===== config.mk =====
export PLATFORM = sky130hd
export DESIGN_NAME = pipeline_ctrl
export DESIGN_NICKNAME = d
export VERILOG_FILES = /design/src/rtl/pipeline_ctrl_pkg.sv /design/src/rtl/sat_counter.sv /design/src/rtl/pipeline_ctrl.sv
export SDC_FILE = /design/constraint.sdc
export NUM_CORES = 1
export LEC_CHECK = 0
export CORE_MARGIN = 2
export CORE_UTILIZATION = 49
export CTS_BUF_LIST = sky130_fd_sc_hd__clkbuf_4 sky130_fd_sc_hd__clkbuf_8
export DETAILED_ROUTE_END_ITERATION = 6
export PLACE_DENSITY_LB_ADDON = 0.08
export SLEW_MARGIN = 20
export SYNTH_ARGS = -nofsm -noshare
export SYNTH_HDL_FRONTEND = slang
export SYNTH_HIERARCHICAL = 1
export SYNTH_SLANG_ARGS = --single-unit

===== constraint.sdc =====
create_clock -name clk -period 3.6 [get_ports clk]
set_clock_uncertainty 0.1 [all_clocks]
set_input_delay 0.72 -clock clk [delete_from_list [all_inputs] [get_ports clk]]
set_output_delay 0.72 -clock clk [all_outputs]
set_load 0.05 [all_outputs]

===== src/rtl/pipeline_ctrl_pkg.sv =====
// Shared CPU package: opcode constants, pipeline-control FSM encodings and payload types.
package pipeline_ctrl_pkg;

    localparam int unsigned XLEN   = 32;
    localparam int unsigned REG_AW = 5;

    // Major RV32I opcodes decoded elsewhere in the core
    localparam logic [6:0] OPC_LOAD   = 7'b000_0011;
    localparam logic [6:0] OPC_STORE  = 7'b010_0011;
    localparam logic [6:0] OPC_BRANCH = 7'b110_0011;
    localparam logic [6:0] OPC_OP_IMM = 7'b001_0011;
    localparam logic [6:0] OPC_OP     = 7'b011_0011;
    localparam logic [6:0] OPC_JAL    = 7'b110_1111;

    // All-zero instruction word terminates the program
    localparam logic [XLEN-1:0] HALT_INSTR = 32'h0000_0000;

    // Pipeline-control FSM encodings (externally visible on the state port)
    localparam logic [1:0] ST_IDLE  = 2'd0;
    localparam logic [1:0] ST_RUN   = 2'd1;
    localparam logic [1:0] ST_DRAIN = 2'd2;
    localparam logic [1:0] ST_DONE  = 2'd3;

    // Pipeline-register enables and flushes driven by the hazard unit
    typedef struct packed {
        logic pc_write;
        logic if_id_write;
        logic if_id_flush;
        logic id_ex_flush;
    } hazard_ctrl_t;

endpackage


===== src/rtl/sat_counter.sv =====
// Saturating up-counter with synchronous clear and asynchronous active-low reset.
module sat_counter #(
    parameter int unsigned W = 32
) (
    input  logic         clk,
    input  logic         reset,
    input  logic         i_clear,
    input  logic         i_inc,
    output logic [W-1:0] o_count
);

    logic [W-1:0] r_count;

    // Count up on i_inc, sticking at all-ones
    always_ff @(posedge clk or negedge reset) begin
        if (!reset) begin
            r_count <= '0;
        end else if (i_clear) begin
            r_count <= '0;
        end else if (i_inc && (r_count != {W{1'b1}})) begin
            r_count <= r_count + W'(1);
        end
    end

    assign o_count = r_count;

endmodule


===== src/rtl/pipeline_ctrl.sv =====
// Pipeline controller: run/drain/done sequencing, load-use and branch hazard
// control, and cycle/stall performance counters.
module pipeline_ctrl
    import pipeline_ctrl_pkg::*;
#(
    parameter int unsigned DRAIN_CYCLES = 4,   // must be >= 1
    parameter int unsigned CNT_W        = 32
) (
    input  logic             clk,
    input  logic             reset,
    input  logic             start,
    input  logic [31:0]      if_instr,
    input  logic [4:0]       if_id_rs1,
    input  logic [4:0]       if_id_rs2,
    input  logic             id_ex_mem_read,
    input  logic [4:0]       id_ex_rd,
    input  logic             ex_branch_taken,
    output logic             pc_write,
    output logic             if_id_write,
    output logic             if_id_flush,
    output logic             id_ex_flush,
    output logic             end_program,
    output logic [CNT_W-1:0] cycle_count,
    output logic [CNT_W-1:0] stall_count,
    output logic [1:0]       state
);

    localparam int unsigned     DW         = (DRAIN_CYCLES > 1) ? $clog2(DRAIN_CYCLES) : 1;
    localparam logic [DW-1:0]   DRAIN_LAST = DW'(DRAIN_CYCLES - 1);

    logic [1:0]    r_state;
    logic [DW-1:0] r_drain_cnt;
    logic          r_end_program;

    logic [1:0]    w_next_state;
    logic [DW-1:0] w_drain_next;
    hazard_ctrl_t  w_ctrl;
    logic          w_load_use;
    logic          w_halt;
    logic          w_stall_inc;
    logic          w_cycle_inc;

    // Hazard detection; branch redirect outranks both stall and halt
    assign w_load_use  = (r_state == ST_RUN) && id_ex_mem_read && (id_ex_rd != 5'd0) &&
                         ((id_ex_rd == if_id_rs1) || (id_ex_rd == if_id_rs2));
    assign w_halt      = (r_state == ST_RUN) && (if_instr == HALT_INSTR) &&
                         !ex_branch_taken && !w_load_use;
    assign w_stall_inc = w_load_use && !ex_branch_taken;
    assign w_cycle_inc = (r_state == ST_RUN) || (r_state == ST_DRAIN);

    // State, drain counter and registered end flag
    always_ff @(posedge clk or negedge reset) begin
        if (!reset) begin
            r_state       <= ST_IDLE;
            r_drain_cnt   <= '0;
            r_end_program <= 1'b0;
        end else begin
            r_state       <= w_next_state;
            r_drain_cnt   <= w_drain_next;
            r_end_program <= (w_next_state == ST_DONE);
        end
    end

    // Next-state and combinational pipeline-register control
    always_comb begin
        w_next_state = r_state;
        w_drain_next = r_drain_cnt;
        w_ctrl       = '{pc_write: 1'b0, if_id_write: 1'b0, if_id_flush: 1'b0, id_ex_flush: 1'b0};
        case (r_state)
            ST_IDLE: begin
                if (start) begin
                    w_next_state = ST_RUN;
                end
            end
            ST_RUN: begin
                if (ex_branch_taken) begin
                    w_ctrl = '{pc_write: 1'b1, if_id_write: 1'b1, if_id_flush: 1'b1, id_ex_flush: 1'b1};
                end else if (w_load_use) begin
                    w_ctrl = '{pc_write: 1'b0, if_id_write: 1'b0, if_id_flush: 1'b0, id_ex_flush: 1'b1};
                end else if (w_halt) begin
                    // Freeze the PC on the zero word and start inserting bubbles
                    w_ctrl       = '{pc_write: 1'b0, if_id_write: 1'b1, if_id_flush: 1'b1, id_ex_flush: 1'b0};
                    w_next_state = ST_DRAIN;
                    w_drain_next = '0;
                end else begin
                    w_ctrl = '{pc_write: 1'b1, if_id_write: 1'b1, if_id_flush: 1'b0, id_ex_flush: 1'b0};
                end
            end
            ST_DRAIN: begin
                w_ctrl = '{pc_write: 1'b0, if_id_write: 1'b1, if_id_flush: 1'b1, id_ex_flush: 1'b0};
                if (r_drain_cnt == DRAIN_LAST) begin
                    w_next_state = ST_DONE;
                    w_drain_next = '0;
                end else begin
                    w_drain_next = r_drain_cnt + DW'(1);
                end
            end
            default: begin
            end
        endcase
    end

    sat_counter #(.W(CNT_W)) u_cycle_cnt (
        .clk     (clk),
        .reset   (reset),
        .i_clear (1'b0),
        .i_inc   (w_cycle_inc),
        .o_count (cycle_count)
    );

    sat_counter #(.W(CNT_W)) u_stall_cnt (
        .clk     (clk),
        .reset   (reset),
        .i_clear (1'b0),
        .i_inc   (w_stall_inc),
        .o_count (stall_count)
    );

    assign pc_write    = w_ctrl.pc_write;
    assign if_id_write = w_ctrl.if_id_write;
    assign if_id_flush = w_ctrl.if_id_flush;
    assign id_ex_flush = w_ctrl.id_ex_flush;
    assign end_program = r_end_program;
    assign state       = r_state;

endmodule


==> results.md <==
- Commonest cells post-synth: dfrtp_1, nor2_1, nand2_1
- Most common cell in the netlist: dfrtp_1
- DRT iter0 DRCs: around 270
- CTS Root Cell: clkbuf_8
- # hold bufs at CTS: 0
- # clock sinks: ~70
- Final core occ: 0.687
- Vias per std cell: between 5 and 6
- Filler cell count: about 710
- Storage cell area: approximately 1700 um2
- Worst hold margin: around 0.28 ns
- Area leader, netlist: dfrtp_1
- Maximum vdd ir drop: ~0.24 mV
- Non-Filler Instances: 730
- Fin nets: 676
- Placed cells: between 700 and 800
- Core footprint: approximately 8700 um2
- CP arrival: 2.69 ns
- Die W: 98.8 um
- Maximum clock insertion buffer count: 2
- RePlAce Congestion: 0.882
- Cell row count: 34
- Pwr Total: 0.00153 W
- Avg Cell Area, Syn: ~9.1 um2
- Count of cell types in the netlist: 56
- RSZ-0062 raised after global routing: false
- Vias: ~4200
- Top cell type's share of synthesized area: 0.392
- Fraction of layout cells with a size suffix above 1: 0.108
- Worst Setup Path Type: input port to output port
- Clk Latency, worst-skew pair: about 0.35 ns
- CP endpoint kind: output port
- CTS clk-pin slew, worst paths: approximately 0.08 ns
- Worst-Margin Slew: ~0.7 ns
- LEAKAGE: 2.35 nW
- Cell area after synthesis: approximately 4400 um2
- Synth-to-layout area growth: 36.1%
- CTS resizes: 0
- Cells after Synth: about 480
- Initial core utilization: 0.505
- Met2 wire length: 5.43 mm
- Global Route Usage Sum: 0.231
- Delay-heaviest family, CP: simple AND/OR/NAND/NOR gates
- Final Hold Viols: 0
- Max Used Layer: met4
- First-pass GRT wire length: between 15 and 20 mm
- FF-to-FF Start: state[0]
- Reg2Reg Depth: 9
- Cell Chain, Critical Path: clkdlybuf4s50_1 -> or4_4 -> o211ai_4 -> nor3_1 -> buf_4 -> nor3_1 -> buf_4
- Max cap viols: 0
- CTS tree: built
- Worst path required time: 2.78 ns
- Final count of negative-setup-slack endpoints: 0
- Drt pass-1 iters: 5
- CP Launch Type: input port
- Chip Height: between 90 and 100 um
- Critical Path Slowest Stage Cell: or4_4
- Crit path buf inv count: 3
- Vias in the first global route: 3975
- Htree depth: 3
- Final min period: between 3 and 4 ns
- Max Slew Vio Count: 0
- IO Port Bufs: about 120
- Period utilization: 0.974
- Met3 wire len: roughly 740 um
- GR Overflow Total: 0
- Die ar.: approximately 9800 um2
- Yosys reg bits: 69
- Part of the Yosys area used for sequential elements: 0.392
- Number of synthesized flops with an enable pin: 0
- Drc violations: 0
- Reg2Reg Setup Slack: about 0.71 ns
- Initial antenna violation count: 0
- DP HPWL: about 8.4 mm
- Dominant synthesized flop cell: dfrtp_1
- DRT antenna net count: 0
- Post-CTS setup buffer count: 0
- IO Count: around 120
- Met1 Routed Length: between 5 and 6 mm
- RR Endpoint: u_stall_cnt/o_count[31]
- N_diodes: 0
- Area of the multi-input gates: around 2600 um2
- Num CTS Buffers: 9
- Routed wire per std cell: between 15 and 20 um
- Worst Path Max Fanout: 5
- Hold crit path type: input port to asynchronous set/reset pin
- Drt total wl: 11.4 mm
- Largest net degree at the start of global routing: 49
- Cells taking the most area after synthesis: dfrtp_1, xnor2_1, nor2_1, nand3_1, nand2_1
- Async set or reset register ratio after synthesis: 1.00
- Status: finished clean
- Synthesis Warnings: 6
- FMAX: ~0.29 GHz
- Relative slew slack: 0.516
- Power density cells: around 260 nW/um2
- Slowest stage delay, CP: between 0.5 and 0.6 ns
==> power breakdown <==
group	switching (W)	internal (W)
Clock	0.000315	0.000322
Sequential	0.00000000000000000101	0.000774
Combinational	0.0000531	0.0000651
==> logic make-up after synthesis <==
logic type / Yosys count / share of synthesized area
AOI/OAI and AO/OA: 88 / 0.144
muxes: 14 / 0.0369
other: 1 / 0.000852
xor gates and xnor gates: 36 / 0.0716
and+or+nand+nor: 233 / 0.302
DFF: 69 / 0.392
adders and majority gates: 7 / 0.0199
buffers and inverters: 35 / 0.0327
==> worst max-delay path by stage <==
stage	from	endpoint	slack, ns	cells past startpoint
floorplan	id_ex_rd[1]	pc_write	0.09	4
detailed placement	id_ex_rd[0]	u_stall_cnt/o_count[31]	-0.03	10
global placement	id_ex_rd[0]	u_stall_cnt/o_count[31]	0.05	10
global route	id_ex_rd[1]	pc_write	0.02	7
finish	id_ex_rd[1]	pc_write	0.09	7
CTS	id_ex_rd[1]	pc_write	0.08	7
==> metal layers <==
layer  vias up  track usage
met4         0       0.0706
met2       142        0.376
li1       2023            -
met1      2030        0.313
met3        17       0.0475
met5         -            0
==> registers in the layout, summed over array words and instances, names as in the netlist <==
| register | flops |
|---|---|
| u_stall_cnt/o_count | 32 |
| r_drain_cnt | 2 |
| end_program | 1 |
| state | 2 |
| u_cycle_cnt/o_count | 32 |
==> layout by cell type, fill, tap and decap left out, drive strengths merged, types with 11 or more instances in the layout <==
cell	n
a21oi	24
nand4	16
nor3	12
nand3	30
and3	16
mux2	12
nor4	21
o21ai	12
xnor2	30
nand2	33
or3	11
inv	22
dfrtp	69
nor2b	13
nor2	55
clkdlybuf4s50	117
buf	14
a211oi	11
==> metrics by stage <==
| stage | TNS [ns] | setup WS (ns) | cell area (um2) |
|---|---|---|---|
| after CTS | 0 | 0.0779 | 5990 |
| after floorplan | 0 | 0.0868 | 4430 |
| after global placement | 0 | 0.0461 | 5790 |
| after detailed placement | -0.0341 | -0.0303 | 5790 |
| final | 0 | 0.0921 | 5990 |
| after global routing | 0 | 0.0181 | 5990 |
==> final cells by class <==
cell class	instances	area share
Timing Repair Buffer	131	0.217
Clock inverter	7	0.0121
Tap cell	108	0.0225
Sequential cell	69	0.288
Inverter	20	0.0125
Multi-Input combinational cell	386	0.427
Clock buffer	9	0.0207
(Power assumes the default switching activity.)
==> patch 1, RTL diff (same flow settings) <==
Make the reset (`reset`) synchronous in 2 clocked blocks. Comments in the files are not updated.
--- a/src/rtl/sat_counter.sv
+++ b/src/rtl/sat_counter.sv
@@ -12,7 +12,7 @@
     logic [W-1:0] r_count;
 
     // Count up on i_inc, sticking at all-ones
-    always_ff @(posedge clk or negedge reset) begin
+    always_ff @(posedge clk) begin
         if (!reset) begin
             r_count <= '0;
         end else if (i_clear) begin
--- a/src/rtl/pipeline_ctrl.sv
+++ b/src/rtl/pipeline_ctrl.sv
@@ -49,7 +49,7 @@
     assign w_cycle_inc = (r_state == ST_RUN) || (r_state == ST_DRAIN);
 
     // State, drain counter and registered end flag
-    always_ff @(posedge clk or negedge reset) begin
+    always_ff @(posedge clk) begin
         if (!reset) begin
             r_state       <= ST_IDLE;
             r_drain_cnt   <= '0;
Behaviour: differs if reset is asserted again (counterexample within 4 cycles, from zero or initial values and one cycle with reset low); with reset held inactive, the same outputs for 10 cycles.
==> patch 1 against the original RTL <==
Wire length increased by 4.1%; via count increased by 3.3%; hold slack improved by 0.10 ns; worst setup slack improved by 0.021 ns; synthesized cell count increased by 1.7%; power decreased by 2.9%; first-iteration DRC count increased by 20%; sequential cell count unchanged; sequential share of layout area decreased by 3.9 points; area after synthesis decreased by 9.2%; design area decreased by 7.4%; critical endpoint unchanged; highest routed layer unchanged.
==> patch 1: results (changes against the original RTL) <==
| Metric | Value |
|---|---|
| Ranking of synthesized cells by area | dfxtp_1 35%, xnor2_1 6.1%, a21oi_1 5.5%, nand4_1 4.7%, or3_1 4.7% (was dfrtp_1 39%, xnor2_1 6.0%, nor2_1 4.7%, nand3_1 3.2%, nand2_1 2.8%) |
| Initial DRC Count | 318 (was 266) |
| First-pass GRT wire length | 18700 µm (was 18600 µm) |
| Buffer share of cell area | 23.8% (was 21.7%) |
| Setup crit end | pc_write (unchanged) |
| Filler instances | 649 (was 714) |
| CP Max Fanout | 7 (was 5) |
| Combinational power | 0.173 mW (was 0.118 mW) |
| Multi-input gate area | 2520 µm² (was 2560 µm²) |
| Vias per inst | 6.00 (was 5.77) |
| Cts bufs inserted | 9 (unchanged) |
| Worst hold path type | reg2reg (was in2async) |
| Dpl ws | 0.128 ns (was -0.0303 ns) |
| Setup Fix Bufs, Post-CTS | 0 (unchanged) |
| CLK BUF | 10 (was 9) |
| Cells resized by post-CTS repair | 0 (unchanged) |
| Tot GR Track Use | 26.5% (was 23.1%) |
| Ant diodes | 0 (unchanged) |
| Wire per inst | 16.4 µm (was 15.6 µm) |
| FF-to-FF path depth | 6 (was 9) |
| TritonCTS Sinks | 69 (unchanged) |
| ClkCell Share | 2.98% (was 3.28%) |
| Synth unique cells | 52 (was 56) |
| Share of post-route cells with drive strength above 1 | 8.35% (was 10.8%) |
| Comb_multi_in | 400 (was 386) |
| Flop-to-flop setup slack | 0.92 ns (was 0.71 ns) |
| Reg2reg end | u_cycle_cnt/o_count[20] (was u_stall_cnt/o_count[31]) |
| WP data arrival | 2.67 ns (was 2.69 ns) |
| Sequential power | 0.768 mW (was 0.774 mW) |
| Ys async rst share | 0% (was 100%) |
| Hold slack | 0.389 ns (was 0.284 ns) |
| Post-layout util | 71.1% (was 68.7%) |
| Vias in the first global route | 3962 (was 3975) |
| # placed instances | 710 (was 714) |
| Worst Tran Pin Value | 0.861 ns (was 0.721 ns) |
| Post-synthesis sequential area ratio | 34.6% (was 39.2%) |
| Leakage | 1.73 nW (was 2.35 nW) |
| Peak Freq | 0.287 GHz (was 0.285 GHz) |
| Pint | 1.11 mW (was 1.16 mW) |
| Worst vdd ir | 175 µV (was 244 µV) |
| Number of iterations in the first detailed-routing pass | 5 (unchanged) |
| Non-CTS buffers | 130 (was 131) |
| Clk. pwr | 0.544 mW (was 0.637 mW) |
| Synth Instances | 491 (was 483) |
| Signal inverters | 9 (was 20) |
| Clock H-tree levels | 3 (unchanged) |
| Commonest cells post-synth | 69 x dfxtp_1, 44 x a21oi_1, 41 x nand2_1 (was 69 x dfrtp_1, 55 x nor2_1, 33 x nand2_1) |
| Cell Area, Placed | 5380 µm² (was 5790 µm²) |
| Largest net degree at the start of global routing | 31 (was 49) |
| Status | finished clean (unchanged) |
| CTS Buffer Depth | 2 (unchanged) |
| Dpl hpwl | 8800 µm (was 8350 µm) |
| Register area | 1380 µm² (was 1730 µm²) |
| Routability congestion estimate | 0.865 (was 0.882) |
| Reg-to-Reg Start | state[0] (unchanged) |
| Final nets | 678 (was 676) |
| Vias | 4351 (was 4212) |
patch 1: changes by cell type in the layout (fill, tap and decap cells not counted), moves of 18 or more:
cell	before	now
or3_1	11	30
a21oi_1	24	44
dfrtp_1	69	0
nor2_1	55	37
dfxtp_1	0	69
o21ai_1	0	21
patch 1: cell families after synthesis:
logic type               after synthesis  synth area share [%]
AND/OR/NAND/NOR                      242                  34.9
AO/OA/AOI/OAI                        115                  18.4
flip-flops                            69                  34.6
XOR/XNOR                              28                  6.14
buffers and inverters                 25                  2.66
adder cells (fa/ha/maj)                7                  2.19
multiplexers                           4                  1.00
other                                  1                0.0938
patch 1: worst max-delay path, cell delays in order:
cell	delay, ns
clkdlybuf4s50_1	0.49
or4_4	0.58
o2111ai_4	0.29
o21ai_1	0.12
nor3b_1	0.19
buf_4	0.15
buf_12	0.12
patch 1: layer usage:
layer	up-vias	share of wire [%]	GRT usage, %
met2	201	46	43.8
met5	-	0	0
met4	0	1.2	9.18
met1	2024	43	33.6
met3	12	10	6.74
li1	2114	-	-
==> patch 2, RTL diff (same flow settings) <==
Made on the original files. Set the parameter `CNT_W` to 64 (it was 32).
--- a/src/rtl/pipeline_ctrl.sv
+++ b/src/rtl/pipeline_ctrl.sv
@@ -4,7 +4,7 @@
     import pipeline_ctrl_pkg::*;
 #(
     parameter int unsigned DRAIN_CYCLES = 4,   // must be >= 1
-    parameter int unsigned CNT_W        = 32
+    parameter int unsigned CNT_W        = 64
 ) (
     input  logic             clk,
     input  logic             reset,
Ports: changed (resized cycle_count and stall_count); port bits go from 123 to 187. No check against the original RTL was run, so the function may have changed too.
==> patch 2 against the original RTL <==
Design area increased by 83%; power rose by 100%; worst setup slack got worse by 0.029 ns; area after synthesis increased by 88%; synthesized cell count up 96%; wire length grew 110%; global-route usage is 4.0 points higher; cell count rose by 87%; combinational power rose by 23%; sequential power grew 93%; sequential cell count grew 64; clock power grew 130%.
==> patch 2: results (changes against the original RTL) <==
| Metric | Value |
|---|---|
| Synth unique cells | 59 (was 56) |
| Filler instances | 1418 (was 714) |
| Slew headroom | 43.6% (was 51.6%) |
| Leakage | 4.07 nW (was 2.35 nW) |
| DRT Wirelength | 24200 µm (was 11400 µm) |
| Dpl hpwl | 17000 µm (was 8350 µm) |
| Wire per inst | 17.7 µm (was 15.6 µm) |
| Worst-Skew Late Latency | 0.46 ns (was 0.35 ns) |
| Ant diodes | 0 (unchanged) |
| TNS Setup | 0 ns (unchanged) |
| Syn_area_per_cell | 8.75 µm² (was 9.12 µm²) |
| Port buffer count | 186 (was 122) |
| Vias in the first global route | 7683 (was 3975) |
| Status | finished clean (unchanged) |
| Clock H-tree levels | 4 (was 3) |
| Met3 WL post-DR | 1290 µm (was 736 µm) |
| # placed instances | 1336 (was 714) |
| Number of iterations in the first detailed-routing pass | 5 (unchanged) |
| Commonest cells post-synth | 133 x dfrtp_1, 125 x nor2_1, 74 x a21oi_1 (was 69 x dfrtp_1, 55 x nor2_1, 33 x nand2_1) |
| Worst vdd ir | 227 µV (was 244 µV) |
| Initial antenna violation count | 0 (unchanged) |
| Initial DRC Count | 757 (was 266) |
| Routability congestion estimate | 0.873 (was 0.882) |
| Met2 wire len | 12200 µm (was 5430 µm) |
| Vias | 8239 (was 4212) |
| Final nets | 1194 (was 676) |
| Largest net degree at the start of global routing | 74 (was 49) |
| Tot GR Track Use | 27.2% (was 23.1%) |
| Ranking of synthesized cells by area | dfrtp_1 40%, nor2_1 5.7%, nand4_1 5.5%, xnor2_1 5.1%, a21oi_1 4.5% (was dfrtp_1 39%, xnor2_1 6.0%, nor2_1 4.7%, nand3_1 3.2%, nand2_1 2.8%) |
| First-pass GRT wire length | 39500 µm (was 18600 µm) |
| Cell Area, Placed | 10500 µm² (was 5790 µm²) |
| Share of post-route cells with drive strength above 1 | 8.89% (was 10.8%) |
| WP data arrival | 2.72 ns (was 2.69 ns) |
| Post-synthesis sequential area ratio | 40.3% (was 39.2%) |
| WL met1 | 10200 µm (was 5070 µm) |
| CP Max Fanout | 22 (was 5) |
| Cts bufs inserted | 17 (was 9) |
## patch 2: area by class of cell
| class | count | area share [%] |
|---|---|---|
| clock inverter | 12 | 1.86 |
| sequential | 133 | 30.4 |
| timing repair buffer | 215 | 19.6 |
| tap | 220 | 2.51 |
| clock buffer | 20 | 2.34 |
| inverter | 14 | 0.480 |
| multi-input combinational | 754 | 42.8 |
## patch 2: metal layers
metal,vias up,track usage (%)
li1,3919,-
met1,3981,35.2
met2,296,45.6
met3,43,5.14
met4,0,9.69
met5,-,0
## patch 2: report_power, final
group	total, mW	switching [mW]	internal, mW
Clock	1.47	0.622	0.848
Combinational	0.145	0.0777	0.0670
Sequential	1.49	0.00000000000000268	1.49
Total	3.11	0.700	2.41
## patch 2: per-stage QoR
stage / setup WS, ns / util, %
after floorplan: 0.109 / -
after global placement: -0.0101 / 63.5
after detailed placement: -0.105 / 63.5
after CTS: 0.0577 / 66.3
after global routing: 0.0180 / 66.3
final: 0.0630 / 66.3
## patch 2: cells by family after synthesis
group / synth area share, %
adder cells (fa/ha/maj): 1.06
XOR/XNOR: 8.27
flip-flops: 40.3
AND/OR/NAND/NOR: 32.2
other: 0.0454
AO/OA/AOI/OAI: 13.4
multiplexers: 1.70
buffers and inverters: 3.04
## patch 2: worst paths after layout
check / cells after the start / start / endpoint / slack, ns
max reg2reg: 6 / u_cycle_cnt/o_count[2] / u_cycle_cnt/o_count[45] / 0.54
max: 7 / id_ex_rd[1] / pc_write / 0.06
min in group clk: 2 / u_stall_cnt/o_count[57] / u_stall_cnt/o_count[57] / 0.49
min: 1 / reset / u_stall_cnt/o_count[7] / 0.15
max in group asynchronous: 2 / reset / u_stall_cnt/o_count[54] / 2.43
min reg2reg: 2 / u_stall_cnt/o_count[57] / u_stall_cnt/o_count[57] / 0.49
